### src/rtl/alu_exec_unit_pkg.sv
// alu_exec_unit_pkg: opcodes, FSM states and default width shared by the execute-stage ALU
package alu_exec_unit_pkg;
  localparam int DATA_W_DEF = 32;
  typedef enum logic [3:0] {
    ALU_AND = 4'b0000,
    ALU_OR  = 4'b0001,
    ALU_ADD = 4'b0010,
    ALU_SUB = 4'b0110,
    ALU_SLT = 4'b0111,
    ALU_MUL = 4'b1000
  } alu_op_e;
  typedef enum logic {IDLE, MUL_RUN} alu_state_e;
  function automatic logic op_legal(input logic [3:0] op);
    return op inside {ALU_AND, ALU_OR, ALU_ADD, ALU_SUB, ALU_SLT, ALU_MUL};
  endfunction
endpackage

### src/rtl/alu_exec_unit_mul_iter.sv
// mul_iter: shift-add multiply datapath, one iteration per step; MUL_EARLY_EXIT_EN stops once the multiplier empties
module mul_iter import alu_exec_unit_pkg::*; #(
  parameter int DATA_W = DATA_W_DEF,
  parameter int CNT_W  = 6
) (
  input  logic              clk,
  input  logic              rst,
  input  logic              load_i,
  input  logic              step_i,
  input  logic              clear_i,
  input  logic [DATA_W-1:0] a_i,
  input  logic [DATA_W-1:0] b_i,
  output logic [DATA_W-1:0] product_o,
  output logic              done_o
);
  logic [DATA_W-1:0] mcand_q, mcand_d, mplier_q, mplier_d, acc_q, acc_d;
  logic [CNT_W-1:0]  cnt_q, cnt_d;
  // accumulator value after the current iteration; the final one is the product
  assign product_o = acc_q + (mplier_q[0] ? mcand_q : '0);
`ifdef MUL_EARLY_EXIT_EN
  assign done_o = mplier_q[DATA_W-1:1] == '0;
`else
  assign done_o = cnt_q == CNT_W'(DATA_W - 1);
`endif
  always_comb begin
    mcand_d  = load_i ? a_i : clear_i ? '0 : step_i ? mcand_q << 1 : mcand_q;
    mplier_d = load_i ? b_i : clear_i ? '0 : step_i ? mplier_q >> 1 : mplier_q;
    acc_d    = (load_i || clear_i) ? '0 : step_i ? product_o : acc_q;
    cnt_d    = (load_i || clear_i) ? '0 : step_i ? cnt_q + CNT_W'(1) : cnt_q;
  end
  always_ff @(posedge clk or posedge rst) begin
    if (rst) begin
      mcand_q  <= '0;
      mplier_q <= '0;
      acc_q    <= '0;
      cnt_q    <= '0;
    end else begin
      mcand_q  <= mcand_d;
      mplier_q <= mplier_d;
      acc_q    <= acc_d;
      cnt_q    <= cnt_d;
    end
  end
endmodule

### src/rtl/alu_exec_unit.sv
// alu_exec_unit: execute-stage ALU with single-cycle logic/arith ops and an iterative MUL that stalls via busy
// Optional MUL_EARLY_EXIT_EN (in mul_iter) ends MUL once the remaining multiplier is zero.
module alu_exec_unit import alu_exec_unit_pkg::*; #(
  parameter int DATA_W = DATA_W_DEF,
  parameter int CNT_W  = 6
) (
  input  logic              clk,
  input  logic              rst,
  input  logic              start,
  input  logic [3:0]        alu_control_opr,
  input  logic [DATA_W-1:0] src_a,
  input  logic [DATA_W-1:0] src_b,
  input  logic              flush,
  output logic              busy,
  output logic              result_valid,
  output logic [DATA_W-1:0] result,
  output logic              zero,
  output logic              illegal_op
);
  alu_state_e        state_q, state_d;
  logic [DATA_W-1:0] result_q, result_d, alu_res, product;
  logic              zero_q, zero_d, valid_q, valid_d, illegal_q, illegal_d;
  logic              load, step, clear, mul_done, slt;
  assign slt = $signed(src_a) < $signed(src_b);
  assign alu_res = alu_control_opr == ALU_AND ? src_a & src_b :
                   alu_control_opr == ALU_OR  ? src_a | src_b :
                   alu_control_opr == ALU_ADD ? src_a + src_b :
                   alu_control_opr == ALU_SUB ? src_a - src_b :
                   alu_control_opr == ALU_SLT ? {{(DATA_W-1){1'b0}}, slt} : '0;
  mul_iter #(.DATA_W(DATA_W), .CNT_W(CNT_W)) u_mul (
    .clk      (clk),
    .rst      (rst),
    .load_i   (load),
    .step_i   (step),
    .clear_i  (clear),
    .a_i      (src_a),
    .b_i      (src_b),
    .product_o(product),
    .done_o   (mul_done)
  );
  always_comb begin
    state_d   = state_q;
    result_d  = result_q;
    zero_d    = zero_q;
    valid_d   = 1'b0;
    illegal_d = 1'b0;
    load      = 1'b0;
    step      = 1'b0;
    clear     = 1'b0;
    if (state_q == MUL_RUN) begin
      if (flush) begin
        state_d = IDLE;
        clear   = 1'b1;
      end else begin
        step = 1'b1;
        if (mul_done) begin
          state_d  = IDLE;
          result_d = product;
          zero_d   = product == '0;
          valid_d  = 1'b1;
        end
      end
    end else if (start && !flush) begin
      if (alu_control_opr == ALU_MUL) begin
        load    = 1'b1;
        state_d = MUL_RUN;
      end else begin
        result_d  = alu_res;
        zero_d    = alu_res == '0;
        valid_d   = 1'b1;
        illegal_d = !op_legal(alu_control_opr);
      end
    end
  end
  always_ff @(posedge clk or posedge rst) begin
    if (rst) begin
      state_q   <= IDLE;
      result_q  <= '0;
      zero_q    <= 1'b0;
      valid_q   <= 1'b0;
      illegal_q <= 1'b0;
    end else begin
      state_q   <= state_d;
      result_q  <= result_d;
      zero_q    <= zero_d;
      valid_q   <= valid_d;
      illegal_q <= illegal_d;
    end
  end
  assign busy         = state_q == MUL_RUN;
  assign result_valid = valid_q;
  assign result       = result_q;
  assign zero         = zero_q;
  assign illegal_op   = illegal_q;
endmodule

### config.mk
export PLATFORM = sky130hd
export DESIGN_NAME = alu_exec_unit
export DESIGN_NICKNAME = d
export VERILOG_FILES = /design/src/rtl/alu_exec_unit_pkg.sv /design/src/rtl/alu_exec_unit_mul_iter.sv /design/src/rtl/alu_exec_unit.sv
export SDC_FILE = /design/constraint.sdc
export NUM_CORES = 1
export LEC_CHECK = 0
export CELL_PAD_IN_SITES_DETAIL_PLACEMENT = 1
export CELL_PAD_IN_SITES_GLOBAL_PLACEMENT = 1
export CORE_UTILIZATION = 49
export CTS_CLUSTER_SIZE = 24
export DETAILED_ROUTE_END_ITERATION = 16
export PLACE_DENSITY_LB_ADDON = 0.1
export SLEW_MARGIN = 10
export SYNTH_ARGS = -nofsm -noshare
export SYNTH_HDL_FRONTEND = slang
export SYNTH_SLANG_ARGS = --single-unit
### constraint.sdc
create_clock -name clk -period 10.6 [get_ports clk]
set_input_delay 1.59 -clock clk [delete_from_list [all_inputs] [get_ports clk]]
set_output_delay 1.59 -clock clk [all_outputs]
set_load 0.02 [all_outputs]
* Word level (Yosys, flattened, before mapping)
Index checks and enable logic that the tools add are counted.
** Operators by class
- Add/subtract/negate cells :: 4
- Order comparisons :: 1
- Equal/unequal tests :: 9
- Muxes and demuxes :: 44
- Bitwise gates (word level) :: 2
- Reductions and logical operators :: 12
** Operators with widths (count)
- $mux W32 :: 18
- $add A32 B32 Y32 :: 2
- $logic_not A32 Y1 :: 2
- $and A32 B32 Y32 :: 1
- $lt A32 B32 Y1 :: 1
- $or A32 B32 Y32 :: 1
- $sub A32 B32 Y32 :: 1
- $mux W1 :: 24
- $mux W6 :: 2
- $eq A4 B3 Y1 const B :: 2
- $add A6 B1 Y6 const B :: 1
- $eq A6 B5 Y1 const B :: 1
- $reduce_bool A6 Y1 :: 1
- $eq A4 B1 Y1 const B :: 1
- $eq A4 B2 Y1 const B :: 1
- $eq A4 B4 Y1 const B :: 1
- $logic_not A4 Y1 :: 1
- $ne A2 B2 Y1 const B :: 2
- $reduce_and A4 Y1 :: 1
- $reduce_bool A2 Y1 :: 2
- $reduce_bool A3 Y1 :: 1
- $logic_not A1 Y1 :: 2
- $ne A2 B1 Y1 const B :: 1
- $logic_and A1 B1 Y1 :: 1
- $logic_or A1 B1 Y1 :: 1
** Storage, ports and cells
- Flip-flop bits (word level) :: 138
- Bits of input ports :: 72
- Word-level logic and storage cells :: 81

* Depth between registers and ports, before layout
- Depth in word-level cells :: 10
- Depth in mapped cells :: 16
- Mapped depth without buffers :: 16

* Modules after synthesis
A second synthesis with hierarchy kept.
** Unflattened totals
- Cells, all modules :: 1740
- Area, all modules :: 13843.3 µm²
** By module, submodules not included
- alu_exec_unit :: instances 1, cells an instance 1019, area each 7189.4 µm², sequential area each 900.9 µm²
- mul_iter :: instances 1, cells an instance 721, area each 6653.9 µm², sequential area each 2552.4 µm²

* Least setup slack after synthesis
No wires, ideal clock.
- Path type :: input to register
- From :: input src_a[0]
- To :: register zero_q, in the netlist zero
- Data arrival time :: 4.412 ns
- Data required time :: 10.536 ns
- Slack :: 6.124 ns
- Stages on the path :: 14
- Cell sequence :: ha_1 -> fa_1 -> a21oi_1 -> o211a_1 -> o32ai_1 -> xnor2_1 -> o22ai_1 -> or4_1 -> or4_1 -> nor3_1 -> and4b_1 -> nand4_1 -> nor2_1 -> a211o_1
** Between the ends
- Cells in the longest elaborated chain, start to end :: 10
- Elaborated cells on any way between the ends :: 14
- Those cells by class :: 2 x add/sub; 1 x order compare; 8 x mux; 2 x bitwise; 1 x reduce/logical
** RTL lines
- from (decl) :: RTL line alu_exec_unit.sv:11 : input logic [DATA_W-1:0] src_a,
- $lt A32 B32 Y1 :: RTL line alu_exec_unit.sv:24 : assign slt = $signed(src_a) < $signed(src_b);
- $mux W1 :: RTL line alu_exec_unit.sv:29 : alu_control_opr == ALU_SLT ? {{(DATA_W-1){1'b0}}, slt} : '0;
- $mux W32 :: RTL line alu_exec_unit.sv:28 : alu_control_opr == ALU_SUB ? src_a - src_b :
- $mux W32 :: RTL line alu_exec_unit.sv:27 : alu_control_opr == ALU_ADD ? src_a + src_b :
- $mux W32 :: RTL line alu_exec_unit.sv:26 : alu_control_opr == ALU_OR ? src_a | src_b :
- $mux W32 (*) :: RTL line alu_exec_unit.sv:25 : assign alu_res = alu_control_opr == ALU_AND ? src_a & src_b :
- $logic_not A32 Y1 (*) :: RTL line alu_exec_unit.sv:69 : zero_d = alu_res == '0;
- $mux W1 (*) :: RTL line alu_exec_unit.sv:64 : if (alu_control_opr == ALU_MUL) begin
- $mux W1 (*) :: RTL line alu_exec_unit.sv:63 : end else if (start && !flush) begin
- $mux W1 (*) :: RTL line alu_exec_unit.sv:50 : if (state_q == MUL_RUN) begin
- to (signal assigned) :: RTL line alu_exec_unit.sv:85 : zero_q <= zero_d;
- to (decl) :: RTL line alu_exec_unit.sv:22 : logic zero_q, zero_d, valid_q, valid_d, illegal_q, illegal_d;
Mark *: on every way between the ends. The rest lies on a longest branch, timed or not. The select of a mux whose other input is x is not followed.
A chain may end at the register's enable or synchronous reset.

* Worst setup path after layout
- From :: input src_a[1]
- To :: register zero_q, in the netlist zero
Same word-level chain as after synthesis.

==> metrics.md <==
| Metric | Value |
|---|---|
| WL per Instance | 25.6 um |
| Placed cell count | 1877 |
| WP buf/inv | 2 |
| Synth Warn # | 0 |
| Vias in the first global route | 12742 |
| Setup bufs post-CTS | 0 |
| Crit Path Max Fanout | 6 |
| # DRC | 0 |
| Max cap viols | 0 |
| Post-synth EDFFs | 0 |
| TritonCTS Sinks | 138 |
| Power per standard cell area | 133 nW/um^2 |
| Pin count of the biggest net entering global routing | 95 |
| Hold Vio Cnt, Final | 0 |
| Starting Density | 0.501 |
| Syn_area_per_cell | 8.33 um^2 |
| Max-slew violation count | 0 |
| Routability Congestion | 0.954 |
| Clock Skews | 0.0162 ns |
| P_leak | 6.46 nW |
| Sequential fraction of the synthesis area | 0.272 |
| CTS root buf | clkbuf_16 |
| DP Area | 13900 um^2 |
| Delay-heaviest family, CP | compound AO/OA/AOI/OAI gates |
| Row cnt | 58 |
| IR Drop Worst-Case VDD | 0.0000967 V |
| RSZ-0062 raised after global routing | false |
| IO buf count | 107 |
| Post-Syn Area | 12700 um^2 |
| 1st-pass router iterations | 10 |
| Setup_tns | 0 ns |
| Clk_lat worst skew | 0.45 ns |
| Die Width | 163 um |
| Post-Synth Adder-Cell Area | 0.131 |
| CTS Hold Bufs | 0 |
| Number of fill cells | 3060 |
| Top FF cell, synth | dfrtp_1 |
| Clk slew on worst S/H paths | 0.07 ns |
| All-Layer GR Usage | 0.373 |
| H-tree depth | 4 |
| Vias per inst | 6.66 |
| Hold/Removal Path Class | reg -> reg |
| Final setup violation count | 0 |
| Actual slew at the worst max-slew pin | 1.18 ns |
| Synth Area in XOR/XNOR | 0.0428 |
| Post-route clock period utilization | 0.556 |
| Die Ht | 163 um |
| Commonest cells after routing, fill and taps aside | a21oi_1, dfrtp_1, ha_1 |
| Yosys cell types | 75 |
| CP endpoint kind | flip-flop |
| Relative slew margins | 0.210 |
| Die area | 26600 um^2 |
| Layout cells sized above 1 | 0.0450 |
| Fin area | 14500 um^2 |
| Slowest Stage Delay on Critical Path | 0.88 ns |
| Critical path class | in -> reg |
| Largest family of logic cells by synthesized area | compound AO/OA/AOI/OAI gates |
| Startpoint Class | input port |
| Async SR Flop Fraction | 1.00 |
| Worst EP arrival | 6.23 ns |
| Cells after Synth | 1525 |
| WL final | 48800 um |
| Detail Route Antenna Nets | 0 |
| Min cycle time layout | 5.90 ns |
| Crit path required time | 10.93 ns |
| CP Cell Sequence | clkdlybuf4s50_1 -> inv_1 -> ha_1 -> nor2_1 -> o311ai_0 -> a211oi_1 -> nor4_1 -> o41ai_1 -> xnor2_1 -> o21ai_0 -> nor4_1 -> nand4_1 -> nor2_1 -> a211o_1 |
| Core area | 25300 um^2 |
| Compound-gate portion of the synthesized area | 0.269 |
| Simple-Gate Fraction of Synth Area | 0.193 |
| PostCTS Resize Cnt | 0 |
| First-pass GRT wire length | 75500 um |
| Fmax | 0.170 GHz |
| First DRT Iteration DRCs | 1254 |
| Hpwl dp | 35600 um |
| Post-synthesis mux area share | 0.0310 |
| # IOs | 108 |
| Non-filler instance count after layout | 1910 |
| Post-Syn Nets | 1728 |
| CTS tree | built |
| Commonest non-fill, non-tap cell in the layout | a21oi_1 |
| TritonCTS buffer count | 17 |
| Nets | 1769 |
| Grt ovf | 0 |
| Routed via count | 12729 |
| Number of synthesized register bits | 138 |
| Syn-to-layout area delta | 14.2% |
| Largest buffer count on any clock path | 2 |
| Slowest library cell on the worst path | o311ai_0 |
| Status | completed |
| Initial antenna violation count | 1 |
==> synth_stat cells (10+ instances only) <==
master | count | area [um^2]
xnor2_1 | 49 | 429
and2_1 | 33 | 206
a211oi_1 | 13 | 97.6
a31oi_1 | 10 | 62.6
a21oi_1 | 149 | 746
a21o_1 | 23 | 173
mux2i_1 | 36 | 360
xor2_1 | 13 | 114
dfrtp_1 | 138 | 3450
clkbuf_1 | 78 | 293
o211ai_1 | 18 | 135
nand2b_1 | 17 | 106
inv_1 | 105 | 394
nand2_1 | 82 | 308
o21ai_0 | 60 | 300
o22ai_1 | 17 | 106
a22o_1 | 32 | 280
nor2b_1 | 17 | 106
nor4_1 | 22 | 138
nor3_1 | 33 | 165
buf_2 | 11 | 55.1
ha_1 | 128 | 1600
nand3_1 | 19 | 95.1
nor2_1 | 126 | 473
nor3b_1 | 64 | 480
o21a_1 | 15 | 113
a221o_1 | 65 | 651
nand4_1 | 15 | 93.8
==> metal layers <==
layer,GRT usage,vias up,share of wire
met5,0,-,0
met4,0.0960,0,0.019
met3,0.0504,68,0.069
met2,0.593,505,0.46
met1,0.529,6476,0.46
li1,-,5680,-
==> metrics by stage <==
step	total power [W]	utilization	worst slack, ns	hold WS [ns]
2_1_floorplan	0.00106	-	5.31	0.456
3_3_place_gp	0.00127	0.550	4.50	0.472
3_5_place_dp	0.00129	0.550	4.54	0.487
4_1_cts	0.00192	0.573	4.88	0.511
5_1_grt	0.00201	0.573	4.69	0.524
6_report	0.00193	0.573	4.70	0.510
==> cell type report <==
cell class	count	area, um^2	share of cell area
repair buffers	118	1150	0.0792
flip-flops and latches	138	3460	0.238
multi-input cells	1184	8500	0.586
inverters	107	407	0.0280
clock inverters	15	153	0.0105
well taps	330	413	0.0285
clock buffers	17	425	0.0293
diodes	1	2.50	0.000173
==> worst paths after layout <==
kind                              startpoint                 to  slack [ns]  cells past startpoint
max reg2reg                u_mul.mplier_q[0]               zero        5.73                     15
max in group asynchronous                rst    u_mul.acc_q[18]        7.61                      3
min reg2reg                u_mul.mplier_q[2]  u_mul.mplier_q[1]        0.51                      1
max                                 src_a[1]               zero        4.70                     14
min in group asynchronous                rst         result[26]        1.65                      2
min                        u_mul.mplier_q[2]  u_mul.mplier_q[1]        0.51                      1
==> flip-flops by register name, summed over array words and instances, names as in the netlist <==
signal	count
u_mul.mplier_q	32
illegal_op	1
result_valid	1
u_mul.mcand_q	32
busy	1
zero	1
u_mul.acc_q	32
result	32
u_mul.cnt_q	6
==> cells by family after synthesis <==
group	Yosys count
flip-flops	138
buffers and inverters	203
AND/OR/NAND/NOR	463
multiplexers	39
adder cells (fa/ha/maj)	131
AO/OA/AOI/OAI	489
XOR/XNOR	62
==> power breakdown <==
group | internal (W) | switching, W | total [W] | leakage [nW]
registers | 0.000606 | 0.0000685 | 0.000674 | 1.81
clock network | 0.000332 | 0.000299 | 0.000631 | 0.277
logic | 0.000263 | 0.000365 | 0.000628 | 4.38
total | 0.00120 | 0.000732 | 0.00193 | 6.46
(Power assumes the default switching activity.)
